**src/rtl/page_transfer_controller_pkg.sv**
```systemverilog
// Shared definitions for the page transfer controller.
// Row/page geometry, address layout and FSM states.
package page_defs;

  localparam int WORDS_PER_ROW  = 16;
  localparam int ROWS_PER_PAGE  = 16;
  localparam int ROW_WORDS      = WORDS_PER_ROW;
  localparam int PAGE_ROWS      = ROWS_PER_PAGE;

  localparam int WORD_W  = 16;
  localparam int ROW_W   = ROW_WORDS * WORD_W;

  localparam int PAGE_AW  = 32;
  localparam int ROW_AW   = 4;
  localparam int WORD_AW  = 4;
  localparam int LOCAL_AW = 8;

  localparam int MEM_ADDR_WIDTH = PAGE_AW + ROW_AW + WORD_AW;

  typedef enum logic [2:0] {
    IDLE,
    LD_READ,
    LD_DELIVER,
    ST_WRITE,
    ST_ACCEPT
  } xfer_state_t;

  typedef struct packed {
    logic [PAGE_AW-1:0]  main_page;
    logic [LOCAL_AW-1:0] local_page;
  } load_cmd_t;

  function automatic logic [MEM_ADDR_WIDTH-1:0] word_addr(
    input logic [PAGE_AW-1:0] page,
    input logic [ROW_AW-1:0]  row,
    input logic [WORD_AW-1:0] word
  );
    return {page, row, word};
  endfunction

endpackage

```
**src/rtl/page_transfer_controller_if.sv**
```systemverilog
// Word-wide main-memory bus: one request outstanding,
// read held until valid, write held until ack.
interface page_transfer_controller_if;
  import page_defs::*;

  logic [MEM_ADDR_WIDTH-1:0] mem_addr;
  logic                      mem_read_req;
  logic                      mem_read_valid;
  logic [WORD_W-1:0]         mem_read_data;
  logic                      mem_write_req;
  logic [WORD_W-1:0]         mem_write_data;
  logic                      mem_write_ack;

  modport master (
    output mem_addr,
    output mem_read_req,
    input  mem_read_valid,
    input  mem_read_data,
    output mem_write_req,
    output mem_write_data,
    input  mem_write_ack
  );

  modport slave (
    input  mem_addr,
    input  mem_read_req,
    output mem_read_valid,
    output mem_read_data,
    input  mem_write_req,
    input  mem_write_data,
    output mem_write_ack
  );

endinterface

```
**src/rtl/page_transfer_controller_row_buffer.sv**
```systemverilog
// 16x16-bit row register: whole-row load, per-word write,
// per-word read mux. Shared by load and store paths.
module row_buffer_16x16
  import page_defs::*;
(
  input  logic               clock,
  input  logic               reset,
  input  logic               load_en,
  input  logic [ROW_W-1:0]   load_row,
  input  logic               wr_en,
  input  logic [WORD_AW-1:0] wr_idx,
  input  logic [WORD_W-1:0]  wr_data,
  input  logic [WORD_AW-1:0] rd_idx,
  output logic [ROW_W-1:0]   row,
  output logic [WORD_W-1:0]  rd_data
);

  logic [ROW_W-1:0] row_q;
  logic [7:0]       wr_base;
  logic [7:0]       rd_base;

  assign wr_base = {wr_idx, 4'h0};
  assign rd_base = {rd_idx, 4'h0};

  always_ff @(posedge clock or posedge reset) begin
    if (reset) begin
      row_q <= '0;
    end else if (load_en) begin
      row_q <= load_row;
    end else if (wr_en) begin
      row_q[wr_base +: WORD_W] <= wr_data;
    end
  end

  assign row     = row_q;
  assign rd_data = row_q[rd_base +: WORD_W];

endmodule

```
**src/rtl/page_transfer_controller.sv**
```systemverilog
// Moves 256-bit rows between word-wide main memory
// and the core's local-memory row port.
module page_transfer_controller
  import page_defs::*;
(
  input  logic                clock,
  input  logic                reset,
  input  logic                load_start,
  input  logic [PAGE_AW-1:0]  load_main_page,
  input  logic [LOCAL_AW-1:0] load_local_page,
  output logic                busy,
  output logic                load_done,
  output logic [LOCAL_AW-1:0] local_page_in,
  output logic [ROW_AW-1:0]   page_offset,
  output logic [ROW_W-1:0]    page_data,
  output logic                write_page_in,
  input  logic                write_page_out_ready,
  input  logic [LOCAL_AW-1:0] local_page_out,
  input  logic [PAGE_AW-1:0]  main_page_out,
  input  logic [ROW_W-1:0]    page_data_out,
  output logic                write_page_out_accepted,
  page_transfer_controller_if.master mem
);

  xfer_state_t         state_q, state_d;
  load_cmd_t           ld_q, ld_d;
  logic [PAGE_AW-1:0]  st_page_q, st_page_d;
  logic [ROW_AW-1:0]   row_q, row_d;
  logic [WORD_AW-1:0]  word_q, word_d;
  logic [ROW_AW-1:0]   out_row_q, out_row_d;

  logic [ROW_W-1:0]    pd_q;
  logic [ROW_AW-1:0]   off_q;
  logic [LOCAL_AW-1:0] lpi_q;

  logic                buf_load;
  logic                buf_wr;
  logic [ROW_W-1:0]    buf_row;
  logic [WORD_W-1:0]   buf_word;

  logic                rd_req;
  logic                wr_req;
  logic                strobe;

  logic                unused_local_page;
  assign unused_local_page = ^local_page_out;

  row_buffer_16x16 u_buf (
    .clock    (clock),
    .reset    (reset),
    .load_en  (buf_load),
    .load_row (page_data_out),
    .wr_en    (buf_wr),
    .wr_idx   (word_q),
    .wr_data  (mem.mem_read_data),
    .rd_idx   (word_q),
    .row      (buf_row),
    .rd_data  (buf_word)
  );

  always_ff @(posedge clock or posedge reset) begin
    if (reset) begin
      state_q   <= IDLE;
      ld_q      <= '0;
      st_page_q <= '0;
      row_q     <= '0;
      word_q    <= '0;
      out_row_q <= '0;
      pd_q      <= '0;
      off_q     <= '0;
      lpi_q     <= '0;
    end else begin
      state_q   <= state_d;
      ld_q      <= ld_d;
      st_page_q <= st_page_d;
      row_q     <= row_d;
      word_q    <= word_d;
      out_row_q <= out_row_d;
      if (strobe) begin
        pd_q  <= buf_row;
        off_q <= row_q;
        lpi_q <= ld_q.local_page;
      end
    end
  end

  // Store offers win over load commands in the same idle cycle.
  always_comb begin
    state_d   = state_q;
    ld_d      = ld_q;
    st_page_d = st_page_q;
    row_d     = row_q;
    word_d    = word_q;
    out_row_d = out_row_q;
    buf_load  = 1'b0;
    buf_wr    = 1'b0;
    unique case (state_q)
      IDLE: begin
        if (write_page_out_ready) begin
          st_page_d = main_page_out;
          word_d    = '0;
          buf_load  = 1'b1;
          state_d   = ST_WRITE;
        end else if (load_start) begin
          ld_d.main_page  = load_main_page;
          ld_d.local_page = load_local_page;
          row_d           = '0;
          word_d          = '0;
          state_d         = LD_READ;
        end
      end
      LD_READ: begin
        if (mem.mem_read_valid) begin
          buf_wr = 1'b1;
          word_d = word_q + 4'd1;
          if (word_q == 4'hF) begin
            state_d = LD_DELIVER;
          end
        end
      end
      LD_DELIVER: begin
        if (row_q == 4'hF) begin
          state_d = IDLE;
        end else begin
          row_d   = row_q + 4'd1;
          word_d  = '0;
          state_d = LD_READ;
        end
      end
      ST_WRITE: begin
        if (mem.mem_write_ack) begin
          word_d = word_q + 4'd1;
          if (word_q == 4'hF) begin
            state_d = ST_ACCEPT;
          end
        end
      end
      ST_ACCEPT: begin
        out_row_d = out_row_q + 4'd1;
        state_d   = IDLE;
      end
      default: state_d = IDLE;
    endcase
  end

  assign rd_req = (state_q == LD_READ);
  assign wr_req = (state_q == ST_WRITE);
  assign strobe = (state_q == LD_DELIVER);

  assign busy                    = (state_q != IDLE);
  assign write_page_in           = strobe;
  assign load_done               = strobe && (row_q == 4'hF);
  assign write_page_out_accepted = (state_q == ST_ACCEPT);

  // Row port shows the live buffer on the strobe, else the last row.
  assign page_data     = strobe ? buf_row : pd_q;
  assign page_offset   = strobe ? row_q : off_q;
  assign local_page_in = strobe ? ld_q.local_page : lpi_q;

  always_comb begin
    mem.mem_addr = '0;
    unique case (1'b1)
      rd_req: mem.mem_addr =
        word_addr(ld_q.main_page, row_q, word_q);
      wr_req: mem.mem_addr =
        word_addr(st_page_q, out_row_q, word_q);
      default: mem.mem_addr = '0;
    endcase
  end

  assign mem.mem_read_req   = rd_req;
  assign mem.mem_write_req  = wr_req;
  assign mem.mem_write_data = buf_word;

endmodule
```
**src/flat_wrapper.sv**
```systemverilog
// flat-port wrapper written by rule: the top's interface ports become plain ports
module page_transfer_controller_flat import page_defs::*;
  (clock, reset, load_start, load_main_page, load_local_page, busy, load_done, local_page_in, page_offset, page_data, write_page_in, write_page_out_ready, local_page_out, main_page_out, page_data_out, write_page_out_accepted, mem_mem_addr, mem_mem_read_req, mem_mem_read_valid, mem_mem_read_data, mem_mem_write_req, mem_mem_write_data, mem_mem_write_ack);
  page_transfer_controller_if mem_i ();
  input  logic clock;
  input  logic reset;
  input  logic load_start;
  input  logic [PAGE_AW-1:0] load_main_page;
  input  logic [LOCAL_AW-1:0] load_local_page;
  output logic busy;
  output logic load_done;
  output logic [LOCAL_AW-1:0] local_page_in;
  output logic [ROW_AW-1:0] page_offset;
  output logic [ROW_W-1:0] page_data;
  output logic write_page_in;
  input  logic write_page_out_ready;
  input  logic [LOCAL_AW-1:0] local_page_out;
  input  logic [PAGE_AW-1:0] main_page_out;
  input  logic [ROW_W-1:0] page_data_out;
  output logic write_page_out_accepted;
  output wire logic [$bits(mem_i.mem_addr)-1:0] mem_mem_addr;
  output wire logic [$bits(mem_i.mem_read_req)-1:0] mem_mem_read_req;
  input wire logic [$bits(mem_i.mem_read_valid)-1:0] mem_mem_read_valid;
  input wire logic [$bits(mem_i.mem_read_data)-1:0] mem_mem_read_data;
  output wire logic [$bits(mem_i.mem_write_req)-1:0] mem_mem_write_req;
  output wire logic [$bits(mem_i.mem_write_data)-1:0] mem_mem_write_data;
  input wire logic [$bits(mem_i.mem_write_ack)-1:0] mem_mem_write_ack;
  assign mem_mem_addr = mem_i.mem_addr;
  assign mem_mem_read_req = mem_i.mem_read_req;
  assign mem_i.mem_read_valid = mem_mem_read_valid;
  assign mem_i.mem_read_data = mem_mem_read_data;
  assign mem_mem_write_req = mem_i.mem_write_req;
  assign mem_mem_write_data = mem_i.mem_write_data;
  assign mem_i.mem_write_ack = mem_mem_write_ack;
  page_transfer_controller u_core (.clock(clock), .reset(reset), .load_start(load_start), .load_main_page(load_main_page), .load_local_page(load_local_page), .busy(busy), .load_done(load_done), .local_page_in(local_page_in), .page_offset(page_offset), .page_data(page_data), .write_page_in(write_page_in), .write_page_out_ready(write_page_out_ready), .local_page_out(local_page_out), .main_page_out(main_page_out), .page_data_out(page_data_out), .write_page_out_accepted(write_page_out_accepted), .mem(mem_i));
endmodule
```
**config.mk**
```make
export PLATFORM = sky130hd
export DESIGN_NAME = page_transfer_controller_flat
export DESIGN_NICKNAME = d
export VERILOG_FILES = /design/src/rtl/page_transfer_controller_pkg.sv /design/src/rtl/page_transfer_controller_if.sv /design/src/rtl/page_transfer_controller_row_buffer.sv /design/src/rtl/page_transfer_controller.sv /design/src/flat_wrapper.sv
export SDC_FILE = /design/constraint.sdc
export NUM_CORES = 2
export LEC_CHECK = 0
export CORE_MARGIN = 10
export CORE_UTILIZATION = 45
export CTS_CLUSTER_SIZE = 40
export DETAILED_ROUTE_END_ITERATION = 10
export DONT_BUFFER_PORTS = 1
export GPL_TIMING_DRIVEN = 0
export PLACE_DENSITY = 0.66
export SLEW_MARGIN = 20
export SYNTH_ARGS = -nofsm -noshare
export SYNTH_HDL_FRONTEND = slang
export SYNTH_SLANG_ARGS = --single-unit
```
**constraint.sdc**
```tcl
create_clock -name clock -period 24.9 [get_ports clock]
set_input_delay 4.98 -clock clock [delete_from_list [all_inputs] [get_ports clock]]
set_output_delay 4.98 -clock clock [all_outputs]
set_load 0.05 [all_outputs]
```
# After elaboration in Yosys (flattened, before gate mapping)
# Cells that the tools add are included.
[op_classes]
n_addsub = 4
n_reduce_logical = 11
eq_ne = 14
bitwise_logic = 1
muxes = 28
shifts = 3
[op_table]
columns = ["op", "count"]
rows = [
  ["$mux W256", 3],
  ["$bwmux W256", 1],
  ["$shift A16 B10 Y256 const A", 1],
  ["$shiftx A16 B10 Y256", 1],
  ["$shiftx A256 B9 Y16", 1],
  ["$pmux W40 S2", 1],
  ["$mux W4", 8],
  ["$mux W3", 6],
  ["$pmux W4 S4", 1],
  ["$add A4 B1 Y4 const B", 3],
  ["$pmux W3 S4", 1],
  ["$neg A8 Y10", 1],
  ["$reduce_and A5 Y1", 2],
  ["$eq A4 B4 Y1 const B", 2],
  ["$mux W8", 1],
  ["$ne A2 B1 Y1 const B", 4],
  ["$pmux W4 S2", 1],
  ["$eq A3 B2 Y1 const B", 2],
  ["$ne A2 B2 Y1 const B", 3],
  ["$mux W1", 5],
  ["$reduce_and A4 Y1", 1],
  ["$reduce_bool A2 Y1", 2],
  ["$reduce_bool A4 Y1", 1],
  ["$eq A3 B1 Y1 const B", 1],
  ["other kinds (8)", 8],
]
[totals]
out_inout_bits = 330
input_bits = 358
regBits = 611
wordCells = 72

# Logic depth before layout (Yosys ltp)
[depth]
ltp_word = 5
ltp_mapped = 12
ltp_nobuf = 7

# Cells and area by module
# From an unflattened synthesis, not the netlist that was laid out.
[unflattened]
cells_unflattened = 2768
hier_area_um2 = 28653.7
[modules_own_cells]
columns = ["mod", "area_per_inst_um2", "n_inst", "seq_area_each_um2", "cells_each"]
rows = [
  ["row_buffer_16x16", 14516.4, 1, 6406.1, 1314],
  ["page_transfer_controller", 14137.3, 1, 8883.5, 1454],
]

# Worst setup path before layout
# No wires, ideal clock.
[synth_path]
kind = "reg2out"
startpoint = "register u_core.state_q[1]"
endpoint = "output port page_data[34]"
setup_slack_ns = 17.322
n_path_buf = 4
arrival_ns = 2.598
required_time_ns = 19.920
path_stages_with_launch = 7
path_cell_list = "dfrtp_1 buf_2 or3b_2 clkbuf_1 clkbuf_1 clkbuf_1 o21ai_0"
[synth_between]
elab_chain_cells = 2
[synth_rtl]
columns = ["item", "line", "source"]
rows = [
  ["start: declaration", "page_transfer_controller.sv:25", "xfer_state_t state_q, state_d;"],
  ["start signal: assignment", "page_transfer_controller.sv:73", "state_q <= state_d;"],
  ["$eq A3 B2 Y1", "page_transfer_controller.sv:148", "assign strobe = (state_q == LD_DELIVER);"],
  ["$mux W256", "page_transfer_controller.sv:156", "assign page_data = strobe ? buf_row : pd_q;"],
  ["end: declaration", "flat_wrapper.sv:14", "output logic [ROW_W-1:0] page_data;"],
]
# Every way passes these cells.

# Worst setup path after layout
[layout_path]
startpoint = "register u_core.state_q[1]"
endpoint = "output port page_data[222]"
# The elaborated chain is that of the path after synthesis.

==> impl_metrics.tcl <==
set metrics [dict create \
    status "finished clean" \
    ys_seq_area_share_pct 55.2 \
    cts_max_level 3 \
    dr.pass1.iters 9 \
    reg2reg_depth 11 \
    rsz0062_at_grt "no" \
    arrival_ns 4.06 \
    path_clk_slew_ns 0.06 \
    io_buffers 0 \
    rr_endpoint "u_core.u_buf.row[169]" \
    fin_skew_ns 0.0262 \
    synth_edf_count 0 \
    clk_path_buf_depth 3 \
    start_util_pct 45.6 \
    use_met1_pct 40.1 \
    drive_gt1_share_pct 13.4 \
    internal_power_w 0.00263 \
    io_pins 688 \
    pwr-share-clk_pct 17.4 \
    setup_viol 0 \
    die_y_um 268 \
    area_delta_synth_final_pct 12.5 \
    layout.nets 3230 \
    grt.busiest_layer "met2" \
    gr-total-overflow 0 \
    crit_path_cell_trace "buf_2, or3b_2, clkbuf_1, clkbuf_1, clkbuf_1, buf_2, nand2_1, nand2_1" \
    insertion_delay_ns 0.61 \
    routed_wl_um 129000 \
    ff2ff_setup_slack_ns 21.14 \
    avgViaCountPerCell 6.20 \
    fp.dieW_um 268 \
    p_per_area_nw_per_um2 187 \
    synth-seq-cells 611 \
    yosys-top-cells-area "dfrtp_1 55%, nand2_1 16%, mux4_2 6.5%" \
    sw_frac_of_total_pct 54.8 \
    dieArea_um2 71900 \
    gp_congestion 0.982 \
    syn-cell-area_um2 27700 \
    cp.required_ns 19.92 \
    root_buffer "clkbuf_16" \
    syn_area_per_cell_um2 9.95 \
    min_from "u_core.out_row_q[3]" \
    fmax_ghz 0.111 \
    hold_class "register to register" \
    drv_slew 0 \
    drt_iter0_drc 2827 \
    relSlewSlack_pct 18.0 \
    rr_startpoint "u_core.word_q[1]" \
    antenna_found_initial 40 \
    synthFlopType "dfrtp_1" \
    grt_max_degree 104 \
    dp_hpwl_um 101000 \
    synth.distinct_cells 67 \
    p_leak_nw 15.5 \
    fin_hold_ws_ns 0.472 \
    whs_endpoint "u_core.out_row_q[3]" \
    gr-usage-met3_pct 14.5 \
    pwr-share-comb_pct 52.0 \
    avgRoutedWirePerCell_um 34.8 \
    clock_sinks 611 \
    worstSetupPathType "register to output pin" \
    async_reset_ff_share_pct 100 \
    netlist.top_cell.by_area "dfrtp_1" \
    holdBufCountCts 0 \
    cpMaxStageDelayCell "clkbuf_1" \
    min_period_ns 9.04 \
    p_total_w 0.00582 \
    cts_buffers 69 \
    cp_common_cell "clkbuf_1" \
    ant_nets 0 \
    seq_power_share_pct 30.7 \
    critPathMaxFanout 10 \
    core_area_um2 60700 \
    ys_warn_count 0 \
    grt_pass1_vias 22801 \
    track_usage_pct 35.0 \
    grt_pass1_wl_um 177000 \
    synthCells 2784 \
    power_switching_w 0.00319 \
    vias 23062 \
    hold_depth 1 \
    setup_tns_ns 0 \
    ctsResizeCount 0 \
    finalWorstSetupSlack_ns 15.86 \
    hold_violations 0 \
    regArea_um2 15300 \
    drcViolationCount 0 \
    rows 90 \
    synthesis.nets 3149 \
    crit_path_end_kind "output pin" \
    place_ws_ns 16.51 \
    ir_drop_uv 107 \
    post_cts_buffers 0 \
    multi_input_area_um2 11300 \
    start_kind "register" \
    yosysTopAreaCellShare_pct 55.2 \
    cts_tree "yes" \
    slowest_delay_ns 0.80 \
    nFillCells 5577 \
    met2_usage_pct 56.0 \
    worstMarginPinSlew_ns 1.23 \
    maxCapViolCount 0 \
    min_period_over_period_pct 36.3 \
]
## per-stage QoR
stage	instances	utilization [%]	area, µm²
floorplan	2784	-	27700
global placement	3566	47.2	28700
global route	3708	51.3	31100
detailed placement	3576	47.6	28900
finish	3720	51.3	31200
CTS	3692	51.2	31100
## state kept, by name (all words and copies together) (netlist names)
name and flops:
u_core.pd_q 256, u_core.u_buf.row 256, u_core.ld_q 40, u_core.st_page_q 32, u_core.lpi_q 8, u_core.off_q 4
u_core.out_row_q 4, u_core.row_q 4, u_core.word_q 4, u_core.state_q 3
## worst max-delay path, delay by kind of cell, from the launching register on
kind | cells | cell delay [ns]
buf+inv | 5 | 2.25
simple gates | 3 | 0.83
flops | 1 | 0.37
## cell type report
type	instances	area share (%)
Sequential cell	611	49.1
Clock buffer	99	6.63
Buffer	210	3.33
Timing Repair Buffer	10	0.614
Clock inverter	17	0.446
Inverter	24	0.313
Antenna cell	28	0.225
Tap cell	782	3.14
Multi-Input combinational cell	1939	36.2
## how the worst max path moves through the flow
stage                 startpoint                     to  slack [ns]  cells after the start
2_1_floorplan              reset         u_core.ld_q[0]        2.81                      1
3_3_place_gp               reset  u_core.u_buf.row[119]       -3.39                      1
3_5_place_dp   u_core.state_q[1]         page_data[222]       16.51                      8
4_1_cts        u_core.state_q[1]         page_data[222]       15.82                      8
5_1_grt        u_core.state_q[1]         page_data[222]       15.72                      8
6_report       u_core.state_q[1]         page_data[222]       15.86                      8
## metal layers
metal  wire (µm)  share of wire, %
met1       45200                35
met2       60800                47
met3       16200                13
met4        6970               5.4
met5         185              0.14
## kinds of logic (layout without fill, tap and decap cells)
family / Yosys count / count (layout) / synth area share, %
AO/OA/AOI/OAI: 397 / 397 / 10.0
XOR/XNOR: 5 / 5 / 0.158
adder cells (fa/ha/maj): 7 / 7 / 0.316
buffers and inverters: 234 / 360 / 4.07
flip-flops: 611 / 611 / 55.2
multiplexers: 208 / 208 / 11.3
other: 0 / 28 / 0
AND/OR/NAND/NOR: 1322 / 1322 / 18.9
## cell usage in the layout, fill, tap and decap left out, types with 4 or more instances in the layout
| cell type | count |
|---|---|
| mux4_2 | 80 |
| and3_1 | 9 |
| inv_1 | 22 |
| mux2i_1 | 85 |
| nand3_1 | 7 |
| o21ai_1 | 29 |
| clkbuf_1 | 90 |
| buf_4 | 27 |
| diode_2 | 28 |
| clkbuf_8 | 12 |
| a222oi_1 | 12 |
| buf_16 | 6 |
| clkinv_2 | 13 |
| a21oi_1 | 59 |
| buf_2 | 95 |
| nor2_1 | 117 |
| and2_1 | 7 |
| o211ai_1 | 5 |
| o21ai_0 | 43 |
| ha_1 | 7 |
| nor3_2 | 4 |
| dfrtp_1 | 611 |
| a22oi_1 | 140 |
| a22o_1 | 32 |
| clkbuf_16 | 74 |
| mux2_2 | 43 |
| a221o_1 | 4 |
| a31oi_1 | 4 |
| nand2_1 | 1145 |
| a21o_1 | 34 |
| a221oi_1 | 12 |
| buf_1 | 9 |
## power by group through the flow
| stage | clock [W] | sequential, W | combinational (W) |
|---|---|---|---|
| final | 0.00101 | 0.00178 | 0.00302 |
| after CTS | 0.00102 | 0.00176 | 0.00300 |
| after floorplan | 0 | 0.00161 | 0.00236 |
| after global routing | 0.00106 | 0.00180 | 0.00316 |
| after detailed placement | 0 | 0.00178 | 0.00299 |
| after global placement | 0 | 0.00177 | 0.00295 |
## cell usage after synthesis (all sizes together), types with 5 or more instances
cell	count
buf	131
nand2	1145
dfrtp	611
a22o	32
nor3	5
a21oi	61
mux4	80
nand4	5
a222oi	12
mux2i	85
nor2	120
a21o	34
inv	24
o211ai	5
o21ai	75
mux2	43
a221oi	12
a22oi	140
ha	7
nand3	7
and3	9
and2	8
clkbuf	79
(Power assumes the default switching activity.)
